## config.mk

```make
export PLATFORM = sky130hd
export DESIGN_NAME = div_ctrl
export DESIGN_NICKNAME = d
export VERILOG_FILES = /design/src/rtl/div_ctrl_pkg.sv /design/src/rtl/div_step.sv /design/src/rtl/div_ctrl.sv
export SDC_FILE = /design/constraint.sdc
export NUM_CORES = 1
export LEC_CHECK = 0
export CAP_MARGIN = 20
export CORE_MARGIN = 2
export CORE_UTILIZATION = 55
export DETAILED_ROUTE_END_ITERATION = 8
export DONT_BUFFER_PORTS = 1
export PLACE_DENSITY = 0.77
export SLEW_MARGIN = 40
export SYNTH_ARGS = -nofsm -noshare
export SYNTH_HDL_FRONTEND = slang
export SYNTH_SLANG_ARGS = --single-unit
```

## constraint.sdc

```tcl
create_clock -name clk_i -period 8.9 [get_ports clk_i]
set_input_delay 1.78 -clock clk_i [delete_from_list [all_inputs] [get_ports clk_i]]
set_output_delay 1.78 -clock clk_i [all_outputs]
set_load 0.005 [all_outputs]
```

## src/rtl/div_ctrl_pkg.sv

```systemverilog
// Shared encodings and op decode helpers for the RV32M divide sequencer.
package div_ctrl_pkg;

    localparam logic [6:0] INST_TYPE_M_FUNCT7 = 7'b0000001;

    localparam logic [1:0] DIV_OP_DIV  = 2'b00;
    localparam logic [1:0] DIV_OP_DIVU = 2'b01;
    localparam logic [1:0] DIV_OP_REM  = 2'b10;
    localparam logic [1:0] DIV_OP_REMU = 2'b11;

    localparam int unsigned DIV_ITER_LAST = 31;

    typedef enum logic [1:0] {
        DIV_STATE_IDLE = 2'b00,
        DIV_STATE_CALC = 2'b01,
        DIV_STATE_DONE = 2'b10
    } div_state_e;

    function automatic logic op_is_signed(input logic [1:0] op);
        return (op == DIV_OP_DIV) || (op == DIV_OP_REM);
    endfunction

    function automatic logic op_is_rem(input logic [1:0] op);
        return (op == DIV_OP_REM) || (op == DIV_OP_REMU);
    endfunction

endpackage

```

## src/rtl/div_step.sv

```systemverilog
// One combinational restoring-division iteration on unsigned magnitudes.
module div_step #(
    parameter int DATA_WIDTH = 32
) (
    input  logic [DATA_WIDTH-1:0] rem_i,
    input  logic [DATA_WIDTH-1:0] quot_i,
    input  logic [DATA_WIDTH-1:0] divisor_i,
    output logic [DATA_WIDTH-1:0] rem_o,
    output logic [DATA_WIDTH-1:0] quot_o
);

    // One extra bit: the shifted remainder can reach 2*divisor-1.
    logic [DATA_WIDTH:0] rem_sh;
    logic [DATA_WIDTH:0] diff;

    assign rem_sh = {rem_i, quot_i[DATA_WIDTH-1]};
    assign diff   = rem_sh - {1'b0, divisor_i};
    assign rem_o  = diff[DATA_WIDTH] ? rem_sh[DATA_WIDTH-1:0] : diff[DATA_WIDTH-1:0];
    assign quot_o = {quot_i[DATA_WIDTH-2:0], ~diff[DATA_WIDTH]};

endmodule

```

## src/rtl/div_ctrl.sv

```systemverilog
// Multi-cycle DIV/DIVU/REM/REMU sequencer: stalls exe while iterating, then
// emits a single write-back beat.
module div_ctrl
    import div_ctrl_pkg::*;
#(
    parameter int DATA_WIDTH  = 32,
    parameter int RADDR_WIDTH = 5
) (
    input  logic                   clk_i,
    input  logic                   rst_i,
    input  logic                   start_i,
    input  logic [1:0]             op_i,
    input  logic [DATA_WIDTH-1:0]  dividend_i,
    input  logic [DATA_WIDTH-1:0]  divisor_i,
    input  logic [RADDR_WIDTH-1:0] reg_waddr_i,
    input  logic                   flush_i,
    output logic                   busy_o,
    output logic                   stall_o,
    output logic                   result_valid_o,
    output logic [DATA_WIDTH-1:0]  result_o,
    output logic [RADDR_WIDTH-1:0] reg_waddr_o,
    output logic                   reg_we_o
);

    localparam int CNT_W = $clog2(DATA_WIDTH);
    localparam logic [CNT_W-1:0] CNT_LAST = CNT_W'(DATA_WIDTH - 1);
    localparam logic [DATA_WIDTH-1:0] MOST_NEG = {1'b1, {(DATA_WIDTH-1){1'b0}}};

    function automatic logic [DATA_WIDTH-1:0] cond_neg(input logic neg,
                                                       input logic [DATA_WIDTH-1:0] x);
        return neg ? (~x + DATA_WIDTH'(1)) : x;
    endfunction

    div_state_e             state_q, state_d;
    logic [CNT_W-1:0]       cnt_q, cnt_d;
    logic [1:0]             op_q, op_d;
    logic [RADDR_WIDTH-1:0] waddr_q, waddr_d;
    logic [DATA_WIDTH-1:0]  rem_q, rem_d;
    logic [DATA_WIDTH-1:0]  quot_q, quot_d;
    logic [DATA_WIDTH-1:0]  dvsr_q, dvsr_d;
    logic                   neg_quot_q, neg_quot_d;
    logic                   neg_rem_q, neg_rem_d;
    logic [DATA_WIDTH-1:0]  result_q, result_d;
    logic [RADDR_WIDTH-1:0] reg_waddr_q, reg_waddr_d;

    logic [DATA_WIDTH-1:0]  step_rem, step_quot;
    logic                   in_signed, dvd_neg, dvs_neg, div_zero, sgn_ovf;

    div_step #(.DATA_WIDTH(DATA_WIDTH)) u_step (
        .rem_i     (rem_q),
        .quot_i    (quot_q),
        .divisor_i (dvsr_q),
        .rem_o     (step_rem),
        .quot_o    (step_quot)
    );

    assign in_signed = op_is_signed(op_i);
    assign dvd_neg   = in_signed & dividend_i[DATA_WIDTH-1];
    assign dvs_neg   = in_signed & divisor_i[DATA_WIDTH-1];
    assign div_zero  = (divisor_i == '0);
    assign sgn_ovf   = in_signed & (dividend_i == MOST_NEG) & (&divisor_i);

    always_comb begin
        state_d        = state_q;
        cnt_d          = cnt_q;
        op_d           = op_q;
        waddr_d        = waddr_q;
        rem_d          = rem_q;
        quot_d         = quot_q;
        dvsr_d         = dvsr_q;
        neg_quot_d     = neg_quot_q;
        neg_rem_d      = neg_rem_q;
        result_d       = result_q;
        reg_waddr_d    = reg_waddr_q;
        stall_o        = 1'b0;
        result_valid_o = 1'b0;

        case (state_q)
            DIV_STATE_IDLE: begin
                if (start_i && !flush_i) begin
                    stall_o    = 1'b1;
                    op_d       = op_i;
                    waddr_d    = reg_waddr_i;
                    neg_quot_d = dvd_neg ^ dvs_neg;
                    neg_rem_d  = dvd_neg;
                    rem_d      = '0;
                    quot_d     = cond_neg(dvd_neg, dividend_i);
                    dvsr_d     = cond_neg(dvs_neg, divisor_i);
                    cnt_d      = '0;
                    // Special cases bypass the iteration and answer next cycle.
                    if (div_zero) begin
                        result_d    = op_is_rem(op_i) ? dividend_i : '1;
                        reg_waddr_d = reg_waddr_i;
                        state_d     = DIV_STATE_DONE;
                    end else if (sgn_ovf) begin
                        result_d    = op_is_rem(op_i) ? '0 : MOST_NEG;
                        reg_waddr_d = reg_waddr_i;
                        state_d     = DIV_STATE_DONE;
                    end else begin
                        state_d = DIV_STATE_CALC;
                    end
                end
            end
            DIV_STATE_CALC: begin
                stall_o = 1'b1;
                if (flush_i) begin
                    state_d = DIV_STATE_IDLE;
                end else begin
                    rem_d  = step_rem;
                    quot_d = step_quot;
                    cnt_d  = cnt_q + CNT_W'(1);
                    if (cnt_q == CNT_LAST) begin
                        result_d    = op_is_rem(op_q) ? cond_neg(neg_rem_q, step_rem)
                                                      : cond_neg(neg_quot_q, step_quot);
                        reg_waddr_d = waddr_q;
                        state_d     = DIV_STATE_DONE;
                    end
                end
            end
            DIV_STATE_DONE: begin
                result_valid_o = ~flush_i;
                state_d        = DIV_STATE_IDLE;
            end
            default: state_d = DIV_STATE_IDLE;
        endcase
    end

    always_ff @(posedge clk_i or negedge rst_i) begin
        if (!rst_i) begin
            state_q     <= DIV_STATE_IDLE;
            cnt_q       <= '0;
            op_q        <= '0;
            waddr_q     <= '0;
            rem_q       <= '0;
            quot_q      <= '0;
            dvsr_q      <= '0;
            neg_quot_q  <= 1'b0;
            neg_rem_q   <= 1'b0;
            result_q    <= '0;
            reg_waddr_q <= '0;
        end else begin
            state_q     <= state_d;
            cnt_q       <= cnt_d;
            op_q        <= op_d;
            waddr_q     <= waddr_d;
            rem_q       <= rem_d;
            quot_q      <= quot_d;
            dvsr_q      <= dvsr_d;
            neg_quot_q  <= neg_quot_d;
            neg_rem_q   <= neg_rem_d;
            result_q    <= result_d;
            reg_waddr_q <= reg_waddr_d;
        end
    end

    assign busy_o      = (state_q != DIV_STATE_IDLE);
    assign result_o    = result_q;
    assign reg_waddr_o = reg_waddr_q;
    assign reg_we_o    = result_valid_o;

endmodule

```

==> impl_results.md, run 1 <==
* Worst R2R Setup Slack at ~2.6 ns
* Critical path class: register to register
* Antenna violations before repair at 0
* Status: finished, final reports clean
* Global router's overall resource usage at between 30% and 40%
* H-tree levels at 4
* Launch instance of the worst min-delay path: dvsr_q[5]
* Proportion of layout cells with a drive suffix above 1 at 6.65%
* Buffers from clock root to sink, at most at 2
* Dominant cells by area after synthesis: sky130_fd_sc_hd__dfrtp_1, sky130_fd_sc_hd__o21ai_0, sky130_fd_sc_hd__nand2_1
* Post-route minimum period at 6.25 ns
* Diode count at 0
* Post-detailed-route count of antenna-violating nets at 0
* Required arrival time at the worst endpoint at 9.26 ns
* Number of gates given a new drive strength after cts at 0
* Number of cells on the worst reg-to-reg path at 19
* Synth warnings at 0
* Layout Utilization at 59.3%
* Number of search-and-repair iterations in the first detailed-routing pass at 5
* Iter 0 DRT Violations at 1,199
* # Max-Cap Violations at 0
* Io pins at 116
* Launching point of the worst reg2reg path: rem_q[2]
* TritonCTS Buffers at 17
* Hold violation total from the final report at 0
* Commonest register cell after synthesis: sky130_fd_sc_hd__dfrtp_1
* CP max stage delay at 0.52 ns
* Highest ir drop seen on vdd at between 0.3 and 0.4 mV
* Hold WC Path Type: register to register
* Post-CTS Setup Repair Bufs at 0
* R2r endpoint: result_o[28]
* Clock latency on the worst-skew pair at 0.44 ns
* Area delta synth->final at 4.97%
* Final wirelength at 37,600 um
* Routed WL per cell at 20.4 um
* Avg Synthesized Cell Area at 7.71 sq um
* Post-route DRC at 0
* Register bit total from synthesis at around 150
* Clock Tree Root: sky130_fd_sc_hd__clkbuf_16
* Via Count at 12,100
* Area of the die at 0.0238 sq mm
* Core region area at 0.0220 sq mm
* Cells on Worst Hold Path at 2
* First-pass GRT wire length at 60,200 um
* Headroom to the max-slew limit at 43.6%
* Routed metal-1 wirelength at between 15,000 and 20,000 um
* Area used by multi-input combinational logic at 0.00801 sq mm
* Maximum frequency from static timing analysis at 160 MHz
* Final sum of negative setup slack at 0 ns
* Number of setup violations in the final report at 0
* Final clock period utilization by the worst path at a little over two thirds
* Row Count at 54
* CTS tree: yes
* Async set-or-reset flop fraction in the synthesized netlist at 100%
* Clock tree skew after final layout at 0.0109 ns
* Hold-fix buffer count after cts at 0
* Post-synth top cells: sky130_fd_sc_hd__nand2_1, sky130_fd_sc_hd__o21ai_0, sky130_fd_sc_hd__dfrtp_1, sky130_fd_sc_hd__a21oi_1, sky130_fd_sc_hd__nor2_1
* Met2 WL post-DR at 17,300 um
* Share of synthesized area occupied by flip-flops and latches at 29.8%
* Area occupied by registers at 0.00370 sq mm
* Die X at 154 um
* Number of enable-type register cells in the synthesized netlist at 0
* Worst Hold Endpoint: dvsr_q[5]
* Max layer used: met4
* Placed wire-length estimate at 27,900 um
* Worst Setup End Kind: register
* GRT overflow at 0
* Worst-Margin Slew at about 0.85 ns
* Dominant cell type by area after synthesis: sky130_fd_sc_hd__dfrtp_1
* Leakage power figure at between 5 and 6 nW
* Fraction of synthesized cell area taken by the top area cell type at between 20% and 30%
* Number of pins with negative max-slew slack in the final report at 0
* Filler cell count at 2,001
* Initial core utilization at about 57%
* Final nets at 1,665
* Total met3 wirelength after detailed routing at about 3200 um
* Syn Inst Count at 1,610
* Total number of clock tree sinks at ~150
* Number of vias per cell at 6.54
* Count of cell types in the netlist at 94
* Cells along the critical path: ha_1 -> o21ai_0 -> o211ai_1 -> nand4_1 -> a211oi_2 -> o31a_2 -> nor2_4 -> inv_1 -> buf_4 -> nor2_1 -> a21oi_1 -> ha_1 -> nand2_1 -> or4_1 -> o32a_1 -> or3b_4 -> o21ai_0 -> mux2_2 -> a21oi_1
* Die Y at 154 um
* Number of input and output port buffers inserted at 0
* Setup repair after global routing missed its margin: false
* Clock-pin slew on the worst setup and hold paths at 0.07 ns
* Pwr per Cell Area at 451 mW/mm^2
* Max FO, Critical Path at 45
* Syn nets at 1,725
* Placer's final routability congestion estimate at 0.981
* Number of global-route vias before repair at 11,400
* Cell area after technology mapping at about 0.012 sq mm
* Critical Path Start Type: register
* Data arrival time of the worst path at between 6 and 7 ns
* Cell type of the slowest stage on the worst timing path: sky130_fd_sc_hd__ha_1
* Maximum number of pins on one net before global-route repair at 149
* Leading cell type by number of instances after synthesis: sky130_fd_sc_hd__nand2_1
registers in the layout (all words and copies together) (netlist names), 2 cells and up:
register,count
reg_waddr_o,5
waddr_q,5
dvsr_q,32
cnt_q,5
result_o,32
state_q,2
rem_q,32
quot_q,32
how the worst max path moves through the flow:
| stage | startpoint | endpoint | slack, ns | depth (start not counted) |
|---|---|---|---|---|
| after floorplan | quot_q[31] | result_o[28] | 3.71 | 23 |
| after global placement | quot_q[31] | result_o[28] | 2.90 | 20 |
| after detailed placement | quot_q[31] | result_o[28] | 2.73 | 20 |
| after CTS | quot_q[31] | result_o[28] | 2.69 | 20 |
| after global routing | rem_q[2] | result_o[28] | 2.31 | 19 |
| final | rem_q[2] | result_o[28] | 2.65 | 19 |
per-layer routing:
metal	GRT usage (%)	vias up
met5	0	-
li1	-	5663
met2	50.6	587
met1	42.6	5715
met4	13.2	0
met3	5.44	92
logic make-up after synthesis:
group | after synthesis | share of synthesized area [%]
simple gates | 565 | 21.8
compound gates | 540 | 26.6
buf+inv | 157 | 5.97
flops | 148 | 29.8
xor+xnor | 127 | 8.96
fa+ha+maj | 40 | 4.09
mux | 33 | 2.71
cell usage in the layout (no fill, tap or decap), drive strengths merged, types with 5 or more instances in the layout:
master,count
nand2,225
o21ai,211
dfrtp,148
a21oi,142
nor2,136
xnor2,71
inv,68
xor2,56
ha,39
nor3,33
o31ai,30
mux2i,28
nand4,27
or3,25
o211ai,23
a31oi,23
nor4,20
clkbuf,18
buf,18
nand2b,17
a211oi,16
or4,15
a21o,14
nand3,12
or2,10
nor2b,10
o21a,8
o41ai,7
a22o,7
and3,7
mux2,5
and4,5
nand3b,5
and2,5
a221oi,5
nor3b,5
o311ai,5
final cells by class:
type,count,area share [%]
Timing Repair Buffer,18,1.22
Sequential cell,148,28.4
Inverter,60,1.73
Clock inverter,14,1.08
Clock buffer,18,3.37
Multi-Input combinational cell,1305,61.5
Tap cell,280,2.69
where the power goes:
part	internal (W)	switching, W
logic	0.00147	0.00241
clock network	0.000401	0.000325
registers	0.000936	0.000337
total	0.00280	0.00308
worst max-delay path, delay by kind of cell, from the launching register on:
| family | cells | cell delay (ns) |
|---|---|---|
| compound gates | 8 | 2.20 |
| simple gates | 6 | 1.63 |
| fa+ha+maj | 2 | 0.76 |
| buf+inv | 2 | 0.70 |
| flops | 1 | 0.48 |
| mux | 1 | 0.36 |
per-stage QoR:
step | hold slack, ns | area (sq um) | std cells | total power, W | setup slack (ns)
after floorplan | 0.445 | 12400 | 1610 | 0.00419 | 3.71
after global placement | 0.457 | 12400 | 1810 | 0.00495 | 2.90
after detailed placement | 0.467 | 12400 | 1810 | 0.00500 | 2.73
after CTS | 0.485 | 13000 | 1842 | 0.00575 | 2.69
after global routing | 0.507 | 13000 | 1843 | 0.00632 | 2.31
final | 0.484 | 13000 | 1843 | 0.00588 | 2.65
No activity file was read; power rests on OpenSTA's default activity.
==> run 2, diff against run 1 <==
- PLACE_DENSITY: 0.77 -> 0.8
- clock period: 8.9 -> 5 ns (I/O delays scaled with it)
==> impl_results.md, run 2 (synthesis gave the netlist of run 1 again) <==
* Proportion of layout cells with a drive suffix above 1 at 10.1% (was 6.65%)
* Final non-filler cell area at 0.0135 sq mm (was 0.0130 sq mm)
* Buffers from clock root to sink, at most at 2 (unchanged)
* Number of cells after detailed placement at 1,850 (was 1,810)
* Clock Tree Root: sky130_fd_sc_hd__clkbuf_16 (unchanged)
* Final standard cell count with taps included and fillers excluded at 1,888 (was 1,843)
* Number of vias per cell at 6.49 (was 6.54)
* Routed WL per cell at 20.5 um (was 20.4 um)
* Die X at 154 um (unchanged)
* Maximum number of pins on one net before global-route repair at 149 (unchanged)
* Post-route setup slack at 0.177 ns (was 2.65 ns)
* First-pass GRT wire length at 62,400 um (was 60,200 um)
* Hold violation total from the final report at 0 (unchanged)
* Placer's final routability congestion estimate at 0.954 (was 0.981)
* CTS tree: yes (unchanged)
* Part of the power in registers at 20.4% (was 21.7%)
* Total number of clock tree sinks at 148 (unchanged)
* Post-placement worst setup slack at -0.0178 ns (was 2.73 ns)
* Clock tree skew after final layout at 0.0134 ns (was 0.0109 ns)
* Internal power at 0.00533 W (was 0.00280 W)
* Final Total Pwr at 0.0110 W (was 0.00588 W)
* Layout Utilization at 61.3% (was 59.3%)
* Worst-Margin Slew at 0.918 ns (was 0.847 ns)
* Iter 0 DRT Violations at 1,262 (was 1,199)
* Switching part of the total power at 51.7% (was 52.3%)
* Row Count at 54 (unchanged)
* Post-Place Cell Area at 0.0128 sq mm (was 0.0124 sq mm)
* Required arrival time at the worst endpoint at 5.32 ns (was 9.26 ns)
* Via Count at 12,300 (was 12,100)
* Global router's overall resource usage at 32.8% (was 31.6%)
* Most used cells in the layout excluding fill and tap cells: sky130_fd_sc_hd__nand2_1, sky130_fd_sc_hd__o21ai_0, sky130_fd_sc_hd__dfrtp_1 (unchanged)
* Sw Pwr at 0.00570 W (was 0.00308 W)
* Core region area at 0.0220 sq mm (unchanged)
* Critical Path Start Type: register (unchanged)
* GRT overflow at 0 (unchanged)
* Final clock period utilization by the worst path at 96.5% (was 70.2%)
* Number of pins with negative max-slew slack in the final report at 0 (unchanged)
* Final nets at 1,709 (was 1,665)
* Number of search-and-repair iterations in the first detailed-routing pass at 6 (was 5)
* Number of input and output port buffers inserted at 0 (unchanged)
* Worst Setup End Kind: register (unchanged)
* Area delta synth->final at 8.53% (was 4.97%)
* Initial core utilization at 56.5% (unchanged)
* Placed wire-length estimate at 29,000 um (was 27,900 um)
* Headroom to the max-slew limit at 38.4% (was 43.6%)
* Pwr per Cell Area at 819 mW/mm^2 (was 451 mW/mm^2)
* Number of global-route vias before repair at 11,600 (was 11,400)
* Hold WC Path Type: input port to async pin (was register to register)
* Status: finished, final reports clean (unchanged)
* Clock latency on the worst-skew pair at 0.43 ns (was 0.44 ns)
* Leakage power figure at 5.57 nW (was 5.35 nW)
* Highest ir drop seen on vdd at 0.519 mV (was 0.316 mV)
* TritonCTS Buffers at 17 (unchanged)
* Final wirelength at 38,700 um (was 37,600 um)
* Io pins at 116 (unchanged)
* Maximum frequency from static timing analysis at 207 MHz (was 160 MHz)
* Critical path class: register to register (unchanged)
* Area of the die at 0.0238 sq mm (unchanged)
* Data arrival time of the worst path at 5.14 ns (was 6.61 ns)
* Proportion of power drawn by combinational gates at 67.4% (was 66.0%)
* Clock-pin slew on the worst setup and hold paths at 0.07 ns (about the same)
* Antenna violations before repair at 0 (unchanged)
* Die Y at 154 um (unchanged)
* Post-detailed-route count of antenna-violating nets at 0 (unchanged)
* Max FO, Critical Path at 6 (was 45)
* # Max-Cap Violations at 0 (unchanged)
* Clock power frac at 12.2% (was 12.3%)
* Post-route minimum period at 4.82 ns (was 6.25 ns)
* Most frequent standard cell in the layout excluding fill and tap cells: sky130_fd_sc_hd__nand2_1 (unchanged)
* Number of setup violations in the final report at 0 (unchanged)
* H-tree levels at 4 (unchanged)
* Post-route DRC at 0 (unchanged)
run 2: cell types whose count changed in the layout (fill, tap and decap cells not counted), moves of 2 or more:
cell,change
sky130_fd_sc_hd__a21oi_2,+3
sky130_fd_sc_hd__a21oi_1,-3
sky130_fd_sc_hd__inv_2,+2
sky130_fd_sc_hd__ha_1,-2
sky130_fd_sc_hd__inv_1,-3
sky130_fd_sc_hd__buf_4,+44
run 2: path summary, 6_finish.rpt:
check                           start            to  slack [ns]  cells after the start
setup / recovery           quot_q[31]  result_o[22]        0.18                     20
hold / removal                  rst_i    dvsr_q[16]        0.27                      0
setup reg to reg           quot_q[31]  result_o[22]        0.18                     20
hold reg to reg            waddr_q[2]    waddr_q[2]        0.48                      2
max in group asynchronous       rst_i  result_o[31]        4.46                      0
min in group clk_i         waddr_q[2]    waddr_q[2]        0.48                      2
run 2: power groups by stage:
stage,logic (W),registers (W),clock network (W)
3_3_place_gp,0.00686,0.00223,0
6_report,0.00743,0.00225,0.00135
2_1_floorplan,0.00546,0.00204,0
3_5_place_dp,0.00698,0.00225,0
5_1_grt,0.00815,0.00230,0.00140
4_1_cts,0.00703,0.00223,0.00136
run 2: metal layers:
| metal | part of all wire (%) | routed length (um) | global-route usage, % | vias to the layer above |
|---|---|---|---|---|
| met5 | 0 | 0 | 0 | - |
| li1 | - | - | - | 5757 |
| met1 | 42 | 16400 | 45.4 | 5795 |
| met4 | 3.5 | 1360 | 12.6 | 0 |
| met3 | 7.9 | 3050 | 4.23 | 102 |
| met2 | 46 | 17900 | 52.6 | 608 |
run 2: layout make-up:
cell class | count | area [sq um]
diodes | 1 | 2.50
clock buffers | 18 | 439
clock inverters | 14 | 164
fillers | 1958 | 8490
inverters | 60 | 228
multi-input cells | 1305 | 8080
flip-flops and latches | 148 | 3700
well taps | 280 | 350
repair buffers | 62 | 498
run 2: what timing repair did:
action                                  in CTS  in global routing
endpoints found under the setup margin       1                  6
setup buffers                                2                  3
hold buffers                                 0                  0
pin swaps                                    2                 19
gates resized for setup                      0                 15
endpoints found under the hold margin        0                  0
run 2: through the flow:
stage	hold slack, ns	TNS, ns
after floorplan	0.445	0
after global placement	0.456	0
after detailed placement	0.463	-0.0178
after CTS	0.262	0
after global routing	0.261	-0.0250
final	0.267	0
run 2: critical path: stages (launching register included):
cell                       delay, ns
sky130_fd_sc_hd__dfrtp_1        0.39
sky130_fd_sc_hd__inv_2          0.07
sky130_fd_sc_hd__ha_4           0.13
sky130_fd_sc_hd__inv_2          0.04
sky130_fd_sc_hd__fa_2           0.41
sky130_fd_sc_hd__a211oi_2       0.27
sky130_fd_sc_hd__o211ai_1       0.20
sky130_fd_sc_hd__nand4_1        0.23
sky130_fd_sc_hd__a211oi_4       0.11
sky130_fd_sc_hd__o31a_2         0.33
sky130_fd_sc_hd__nor2_4         0.16
sky130_fd_sc_hd__inv_4          0.07
sky130_fd_sc_hd__mux2i_2        0.21
sky130_fd_sc_hd__ha_2           0.24
sky130_fd_sc_hd__and4b_1        0.26
sky130_fd_sc_hd__nand4_1        0.15
sky130_fd_sc_hd__o32a_1         0.39
sky130_fd_sc_hd__or3b_4         0.46
sky130_fd_sc_hd__or3_4          0.38
sky130_fd_sc_hd__a21oi_2        0.12
sky130_fd_sc_hd__o21ai_1        0.07
